### src/rtl/ccd_line2axis.sv
`default_nettype none
// ============================================================================
//  Module      : ccd_line2axis
//  Description : Linear-CCD line capture to AXI4-Stream. Detects line-start
//                edges, skips leading dummy pixels, captures the active pixels
//                and frames them (tuser = start of frame, tlast = end of line)
//                through a small show-ahead output FIFO.
//  Revision    : 1.0 - initial release
// ============================================================================
module ccd_line2axis #(
   parameter int D_WIDTH    = 12,
   parameter int OUT_WIDTH  = 8,
   parameter int LEAD_DUMMY = 32,
   parameter int ACTIVE_PIX = 2048,
   parameter int FIFO_DEPTH = 16
) (
   input  logic                 clk,
   input  logic                 resetn,
   input  logic [11:0]          rows,
   input  logic                 line_start,
   input  logic                 pix_vld,
   input  logic [D_WIDTH-1:0]   pix_data,
   output logic [OUT_WIDTH-1:0] m_axis_tdata,
   output logic                 m_axis_tuser,
   output logic                 m_axis_tlast,
   output logic                 m_axis_tvalid,
   input  logic                 m_axis_tready,
   output logic                 overflow,
   output logic                 line_err
);

   localparam int CNT_MAX = (LEAD_DUMMY > ACTIVE_PIX) ? LEAD_DUMMY : ACTIVE_PIX;
   localparam int CNT_W   = $clog2(CNT_MAX + 1);
   localparam int AW      = $clog2(FIFO_DEPTH);
   localparam int EW      = OUT_WIDTH + 2;
   localparam int LD_LAST = (LEAD_DUMMY > 0) ? LEAD_DUMMY - 1 : 0;

   localparam logic [CNT_W-1:0] C_LD_LAST = CNT_W'(LD_LAST);
   localparam logic [CNT_W-1:0] C_AP_LAST = CNT_W'(ACTIVE_PIX - 1);
   localparam logic [AW:0]      C_DEPTH   = (AW + 1)'(FIFO_DEPTH);

   localparam logic [1:0] S_IDLE   = 2'd0;
   localparam logic [1:0] S_DUMMY  = 2'd1;
   localparam logic [1:0] S_ACTIVE = 2'd2;
   // With no dummy pixels a line goes straight to capture
   localparam logic [1:0] S_START  = (LEAD_DUMMY == 0) ? S_ACTIVE : S_DUMMY;

   logic [1:0]       state_q, state_d;
   logic             ls_q;
   logic [CNT_W-1:0] pix_cnt_q, pix_cnt_d;
   logic [11:0]      row_idx_q, row_idx_d;
   logic [11:0]      rows_l_q, rows_l_d;
   logic             overflow_q, line_err_q;

   logic [EW-1:0]    mem_q [FIFO_DEPTH];
   logic [AW-1:0]    wr_ptr_q, rd_ptr_q;
   logic [AW:0]      count_q, count_d;

   logic             edge_w, start_w, dummy_done_w, act_vld_w, last_w, err_w;
   logic             full_w, wr_en_w, rd_en_w;
   logic [EW-1:0]    wr_entry_w, rd_entry_w;

   assign edge_w = line_start & ~ls_q;

   // State register and line-start edge history
   always_ff @(posedge clk or negedge resetn) begin
      if (!resetn) begin
         state_q <= S_IDLE;
         ls_q    <= 1'b0;
      end else begin
         state_q <= state_d;
         ls_q    <= line_start;
      end
   end

   // Next-state: line start, dummy skip, active capture
   always_comb begin
      state_d = state_q;
      case (state_q)
         S_IDLE:   if (edge_w) state_d = S_START;
         S_DUMMY:  if (pix_vld && (pix_cnt_q == C_LD_LAST)) state_d = S_ACTIVE;
         S_ACTIVE: if (pix_vld && (pix_cnt_q == C_AP_LAST)) state_d = S_IDLE;
         default:  state_d = S_IDLE;
      endcase
   end

   // FSM-decoded control strobes and the FIFO entry for the current pixel
   always_comb begin
      start_w      = (state_q == S_IDLE) & edge_w;
      err_w        = (state_q != S_IDLE) & edge_w;
      dummy_done_w = (state_q == S_DUMMY) & pix_vld & (pix_cnt_q == C_LD_LAST);
      act_vld_w    = (state_q == S_ACTIVE) & pix_vld;
      last_w       = act_vld_w & (pix_cnt_q == C_AP_LAST);
      wr_entry_w   = {(row_idx_q == 12'd0) && (pix_cnt_q == '0),
                      pix_cnt_q == C_AP_LAST,
                      pix_data[D_WIDTH-1 -: OUT_WIDTH]};
   end

   // Pixel counter, row index and latched frame length for the next cycle
   always_comb begin
      pix_cnt_d = pix_cnt_q;
      row_idx_d = row_idx_q;
      rows_l_d  = rows_l_q;
      if (start_w) begin
         pix_cnt_d = '0;
         // Frame length is sampled only when a frame begins
         if (row_idx_q == 12'd0) rows_l_d = (rows == 12'd0) ? 12'd1 : rows;
      end else if (dummy_done_w || last_w) begin
         pix_cnt_d = '0;
      end else if ((state_q != S_IDLE) && pix_vld) begin
         pix_cnt_d = pix_cnt_q + CNT_W'(1);
      end
      if (last_w) row_idx_d = (row_idx_q == rows_l_q - 12'd1) ? 12'd0 : row_idx_q + 12'd1;
   end

   // Line/frame counters and sticky error flags
   always_ff @(posedge clk or negedge resetn) begin
      if (!resetn) begin
         pix_cnt_q  <= '0;
         row_idx_q  <= 12'd0;
         rows_l_q   <= 12'd1;
         overflow_q <= 1'b0;
         line_err_q <= 1'b0;
      end else begin
         pix_cnt_q  <= pix_cnt_d;
         row_idx_q  <= row_idx_d;
         rows_l_q   <= rows_l_d;
         if (act_vld_w && full_w) overflow_q <= 1'b1;
         if (err_w)               line_err_q <= 1'b1;
      end
   end

   // Full is judged on the pre-read occupancy, so a full FIFO never accepts
   assign full_w  = (count_q == C_DEPTH);
   assign wr_en_w = act_vld_w & ~full_w;
   assign rd_en_w = m_axis_tvalid & m_axis_tready;

   // Occupancy update from the write/read pair
   always_comb begin
      count_d = count_q;
      case ({wr_en_w, rd_en_w})
         2'b10:   count_d = count_q + (AW + 1)'(1);
         2'b01:   count_d = count_q - (AW + 1)'(1);
         default: count_d = count_q;
      endcase
   end

   // FIFO pointers and occupancy
   always_ff @(posedge clk or negedge resetn) begin
      if (!resetn) begin
         wr_ptr_q <= '0;
         rd_ptr_q <= '0;
         count_q  <= '0;
      end else begin
         if (wr_en_w) wr_ptr_q <= wr_ptr_q + AW'(1);
         if (rd_en_w) rd_ptr_q <= rd_ptr_q + AW'(1);
         count_q <= count_d;
      end
   end

   // FIFO storage; contents are don't-care until written
   always_ff @(posedge clk) begin
      if (wr_en_w) mem_q[wr_ptr_q] <= wr_entry_w;
   end

   // Show-ahead head entry, forced to zero while the FIFO is empty
   assign rd_entry_w    = mem_q[rd_ptr_q];
   assign m_axis_tvalid = (count_q != '0);
   assign m_axis_tdata  = m_axis_tvalid ? rd_entry_w[OUT_WIDTH-1:0] : '0;
   assign m_axis_tlast  = m_axis_tvalid & rd_entry_w[OUT_WIDTH];
   assign m_axis_tuser  = m_axis_tvalid & rd_entry_w[OUT_WIDTH+1];
   assign overflow      = overflow_q;
   assign line_err      = line_err_q;

endmodule
`default_nettype wire
### config.mk
export PLATFORM = sky130hd
export DESIGN_NAME = ccd_line2axis
export DESIGN_NICKNAME = d
export VERILOG_FILES = /design/src/rtl/ccd_line2axis.sv
export SDC_FILE = /design/constraint.sdc
export NUM_CORES = 1
export LEC_CHECK = 0
export ABC_AREA = 1
export CAP_MARGIN = 20
export CORE_AREA = 2 2 136 138
export CTS_BUF_LIST = sky130_fd_sc_hd__clkbuf_16
export DETAILED_ROUTE_END_ITERATION = 6
export DIE_AREA = 0 0 138 140
export MAX_ROUTING_LAYER = met4
export PLACE_DENSITY_LB_ADDON = 0.05
export SLEW_MARGIN = 10
export SYNTH_ARGS = -nofsm -noshare
export SYNTH_HDL_FRONTEND = slang
export SYNTH_SLANG_ARGS = --single-unit
### constraint.sdc
create_clock -name clk -period 7.6 [get_ports clk]
set_clock_uncertainty 0.2 [all_clocks]
set_input_delay 1.14 -clock clk [delete_from_list [all_inputs] [get_ports clk]]
set_output_delay 1.14 -clock clk [all_outputs]
set_load 0.02 [all_outputs]
Word level (Yosys, flattened, before mapping)
Memories as Yosys holds them, arrays and structs flattened. Index checks and enable logic that the tools add are counted.

RAM bits: 160. Bits in read-only memories: 0. Input port bits: 29. Latch bits: 0. Memories: 1. Register bits: 54.

Memories: mem_q (words 16, width 10, read ports 1, clocked after memory_dff 0, wr ports 1, RTL line 55) `logic [EW-1:0] mem_q [FIFO_DEPTH];`.

Multiplexer cells: 13. Shift operators: 0. Bitwise operators: 13. Add/sub/neg operators: 7. Multipliers: 0. Reductions and logical operators: 16. Divide/modulo/power cells: 0. Equality and inequality tests: 11. Order comparisons: 0.

Operators with widths (number): two-way mux 12 bit (5); logical NOT 12 bit (3); adder 12 x 1 -> 12 bit (second input constant) (2); == test 12 x 11 -> 1 bit (second input constant) (1); == test 12 bit (1); == test 12 x 5 -> 1 bit (second input constant) (1); subtractor 12 x 1 -> 12 bit (second input constant) (1); AND 1 bit (11); case mux 5 bit (2 select lines) (1); adder 4 x 1 -> 4 bit (second input constant) (2); two-way mux 8 bit (1); two-way mux 2 bit (3); != test 2 bit (second input constant) (3); case mux 2 bit (3 select lines) (1); adder 5 x 1 -> 5 bit (second input constant) (1); == test 5 bit (second input constant) (1); logical AND 1 bit (5); nonzero test 5 bit (1); subtractor 5 x 1 -> 5 bit (second input constant) (1); == test 2 x 1 -> 1 bit (second input constant) (2); == test 2 bit (second input constant) (2); nonzero test 2 bit (2); AND reduction 3 bit (1); nonzero test 3 bit (1); other kinds (5) (7).

Depth between registers and ports, before layout
Depth after elaboration: 6. Gate-level depth with buffers: 14.

Worst setup path before layout
OpenSTA, ideal clock, no wires.

Kind: input to register. From: input port pix_vld. To: register count_q[4]. Required time: 7275 ps. Slack: 4654 ps. Stages on the path: 12. Buffers on the path: 0. Arrival time: 2621 ps. Cells stage by stage: nand2_1 > inv_2 > nand2_1 > ha_1 > ha_1 > nand2_1 > nor2_1 > a211oi_1 > nand2_1 > nand2_1 > nor2_1 > xor2_1.

Word-level cells in the longest chain between the ends: 4. Elaborated cells between the ends (all ways): 6.

RTL lines: from (decl) (RTL line 21) `input logic pix_vld,`; AND 1 bit (*) (RTL line 92) `act_vld_w = (state_q == S_ACTIVE) & pix_vld;`; AND 1 bit (*) (RTL line 135) `assign wr_en_w = act_vld_w & ~full_w;`; == test 2 x 1 -> 1 bit or == test 2 bit (tied branches) (RTL line 141) `case ({wr_en_w, rd_en_w})`; case mux 5 bit (2 select lines) or nonzero test 2 bit (tied branches); to (signal assigned) (RTL line 157) `count_q <= count_d;`; to (decl) (RTL line 57) `logic [AW:0] count_q, count_d;`.

Every way passes the cells marked *; elsewhere a longest branch is shown, timed or not. A chain may end at the register's enable or synchronous reset.

Worst setup path after layout
From: register rd_ptr_q[0]. To: output port m_axis_tdata[7].

Word-level cells in the longest chain between the ends: 2.

RTL lines: from (decl) (RTL line 56) `logic [AW-1:0] wr_ptr_q, rd_ptr_q;`; from (signal assigned) (RTL line 156) `if (rd_en_w) rd_ptr_q <= rd_ptr_q + AW'(1);`; memory read (16 x 10 bit); two-way mux 8 bit (RTL line 169) `assign m_axis_tdata = m_axis_tvalid ? rd_entry_w[OUT_WIDTH-1:0] : '0;`; to (decl) (RTL line 23) `output logic [OUT_WIDTH-1:0] m_axis_tdata,`.

No other way between the ends.

==> impl_metrics.env <==
export IMPL_outcome="finished, final reports clean"
export IMPL_cp_data_required_time_ns=6.26
export IMPL_hold_violations=0
export IMPL_fin_ws_ns=2.26
export IMPL_synth_area_sq_um=9520
export IMPL_worst_path_max_delay_cell="inv_2"
export IMPL_arrival_ns=4.00
export IMPL_vias_in_the_first_global_route=6672
export IMPL_synth_yosys_seq_area_share_pct=64.7
export IMPL_crit_chain="buf_4, inv_2, buf_4, o21ai_0, o22ai_1, nor2_1, nor2_1, o21ai_0, a21oi_1, clkdlybuf4s50_1"
export IMPL_routed_via_density=5.67
export IMPL_drv_max_cap_violation_count=0
export IMPL_synth_edf_count=160
export IMPL_grt_pass1_wl_um=33700
export IMPL_routabilityCongestion=0.837
export IMPL_antenna_found_initial=0
export IMPL_first_pass_iteration_count_of_the_detailed_router=4
export IMPL_initial_utilization_pct=53.5
export IMPL_min_delay_start="line_err"
export IMPL_cts_htree_levels=1
export IMPL_worstSetupStartpointType="flop"
export IMPL_cp_max_fo=83
export IMPL_path_clk_slew_ns=0.06
export IMPL_die_width_um=138
export IMPL_clk_latency_ns=0.50
export IMPL_relSlewSlack_pct=24.1
export IMPL_n_antenna_cell=0
export IMPL_final_worst_path_period_need_ns=5.34
export IMPL_grt_usage_pct=22.4
export IMPL_use_met1_pct=27.2
export IMPL_met2_usage_pct=39.7
export IMPL_grt_ovfl_total=0
export IMPL_instance_count_of_the_mapped_netlist=882
export IMPL_drc_errors=0
export IMPL_cts_resized_gates=0
export IMPL_synthesis_area_per_instance_sq_um=10.8
export IMPL_asyncSetResetFlopFracSynth_pct=25.2
export IMPL_synth_top_cells_by_count="nor2_1, edfxtp_1, nand2_1"
export IMPL_synth_net_count=926
export IMPL_postRouteAntennaNets=0
export IMPL_timing_fmax_ghz=0.187
export IMPL_grt_met3_usage_pct=3.18
export IMPL_total_leakage_power_nw=4.18
export IMPL_vdd_ir_max_mv=0.369
export IMPL_grt_most_used_layer="met2"
export IMPL_core_region_sq_um=17800
export IMPL_post_place_ws_ns=2.84
export IMPL_timing_final_crit_share_pct=70.3
export IMPL_reg2reg_setup_slack_ns=4.65
export IMPL_critical_path_max_stage_delay_ns=0.80
export IMPL_die_area_sq_um=19300
export IMPL_routed_via_count=6659
export IMPL_ys_seq_elements=214
export IMPL_detail_route_wl_per_cell_um=18.2
export IMPL_yosysMostFrequentCell="nor2_1"
export IMPL_crit_reg2reg_capture="count_q[4]"
export IMPL_hold_path_class="flop to flop"
export IMPL_setup_violations_final=0
export IMPL_cts_buffers=23
export IMPL_tritoncts="built"
export IMPL_io_buffer_count=37
export IMPL_synth_area_leaders="edfxtp_1, dfrtp_1, nor2_1"
export IMPL_holdPathEnd="line_err"
export IMPL_power_density_nw_per_um2=318
export IMPL_worst_r2r_startpoint="count_q[0]"
export IMPL_reg2reg_depth=13
export IMPL_startpoint="rd_ptr_q[0]"
export IMPL_crit_path_capture_type="output port"
export IMPL_post_cts_repair_setup_buffers=0
export IMPL_hold_slack_ns=0.292
export IMPL_postCtsHoldBufs=0
export IMPL_core_rowCount=49
export IMPL_synthFlopType="edfxtp_1"
export IMPL_fp_dieH_um=140
export IMPL_fin_nets=972
export IMPL_wl_um=21400
export IMPL_cts_path_max_buffers=3
export IMPL_syn_to_final_growth_pct=14.9
export IMPL_critical_path_class="flop to output port"
export IMPL_design_power_total_mw=3.48
export IMPL_synthDominantAreaCellType="edfxtp_1"
export IMPL_synth_warning_count=0
export IMPL_post_route_util_pct=61.5
export IMPL_boundaryPins=42
export IMPL_synth_cell_type_count=37
export IMPL_share_of_final_layout_standard_cells_stronger_than_drive_strength_1_pct=8.47
export IMPL_worstMarginPinSlew_ns=1.13
export IMPL_timing_final_max_slew_violations=0
export IMPL_final_setup_tns_ns=0
export IMPL_drt_initial_drc_count=422
export IMPL_grt_setup_unrepaired="false"
export IMPL_ctsRootBufferMaster="clkbuf_16"
export IMPL_cts_sinks=214
export IMPL_synth_top_cell_area_share_pct=50.5
export IMPL_dp_hpwl_um=13300
export IMPL_worstHoldPathCells=1
export IMPL_maximum_number_of_pins_on_one_net_before_global_route_repair=84
[layout make-up]
class	instances	area, sq um
Fill cell	1410	6840
Sequential cell	214	6160
Clock inverter	19	175
Clock buffer	23	576
Multi-Input combinational cell	569	2980
Inverter	66	248
Tap cell	229	287
Timing Repair Buffer	54	512
[metrics by stage]
step | area (sq um) | cells
floorplan | 9520 | 882
global placement | 10100 | 1122
detailed placement | 10100 | 1123
CTS | 10900 | 1165
global route | 10900 | 1174
finish | 10900 | 1174
[layer usage]
metal	wire length [um]	up-vias
met3	1090	34
met4	464	0
met2	11000	188
met1	8810	3259
met5	0	-
li1	-	3178
[power breakdown]
part	switching (mW)	internal [mW]	leakage, nW
registers	0.0381	1.29	2.08
clock network	0.443	0.656	0.378
logic	0.691	0.358	1.72
[worst max-delay path, delay by kind of cell, from the launching register on]
| kind | cells | cell delay (ns) |
|---|---|---|
| DFF | 1 | 0.38 |
| AOI/OAI and AO/OA | 4 | 0.68 |
| and+or+nand+nor | 2 | 0.14 |
| buffers and inverters | 4 | 2.25 |
[worst max-delay path by stage]
| stage | endpoint | cells after the start |
|---|---|---|
| floorplan | count_q[4] | 12 |
| global placement | m_axis_tdata[7] | 10 |
| detailed placement | m_axis_tdata[7] | 10 |
| CTS | m_axis_tdata[7] | 10 |
| global route | m_axis_tdata[7] | 10 |
| finish | m_axis_tdata[7] | 10 |
[flip-flops by register name (all words and copies together) (netlist names)]
register and flops:
count_q 5, line_err 1, ls_q 1, mem_q 160, overflow 1, pix_cnt_q 12, rd_ptr_q 4, row_idx_q 12
rows_l_q 12, state_q 2, wr_ptr_q 4
[placed cells by master (no fill, tap or decap), types with 4 or more instances in the layout]
cell type / n
nor2_1: 163
edfxtp_1: 160
nand2_1: 115
o21ai_0: 104
inv_1: 58
dfrtp_1: 52
nand3_1: 42
clkdlybuf4s50_1: 36
o221ai_1: 30
xor2_1: 23
clkbuf_16: 23
a21oi_1: 14
ha_1: 14
buf_4: 12
o22ai_1: 10
inv_2: 9
nand4_1: 9
nor4_1: 8
clkinv_1: 8
nor3_1: 5
buf_6: 5
nor2_4: 4
xnor2_1: 4
nor2_2: 4
[logic make-up (layout without fill, tap and decap cells)]
group | Yosys count | in the layout | synth area share [%]
xor gates and xnor gates | 27 | 27 | 2.48
adders and majority gates | 15 | 15 | 2.05
DFF | 214 | 214 | 64.7
muxes | 2 | 2 | 0.223
and+or+nand+nor | 359 | 359 | 16.4
buffers and inverters | 99 | 162 | 3.97
AOI/OAI and AO/OA | 166 | 166 | 10.1
(Power assumes the default switching activity.)
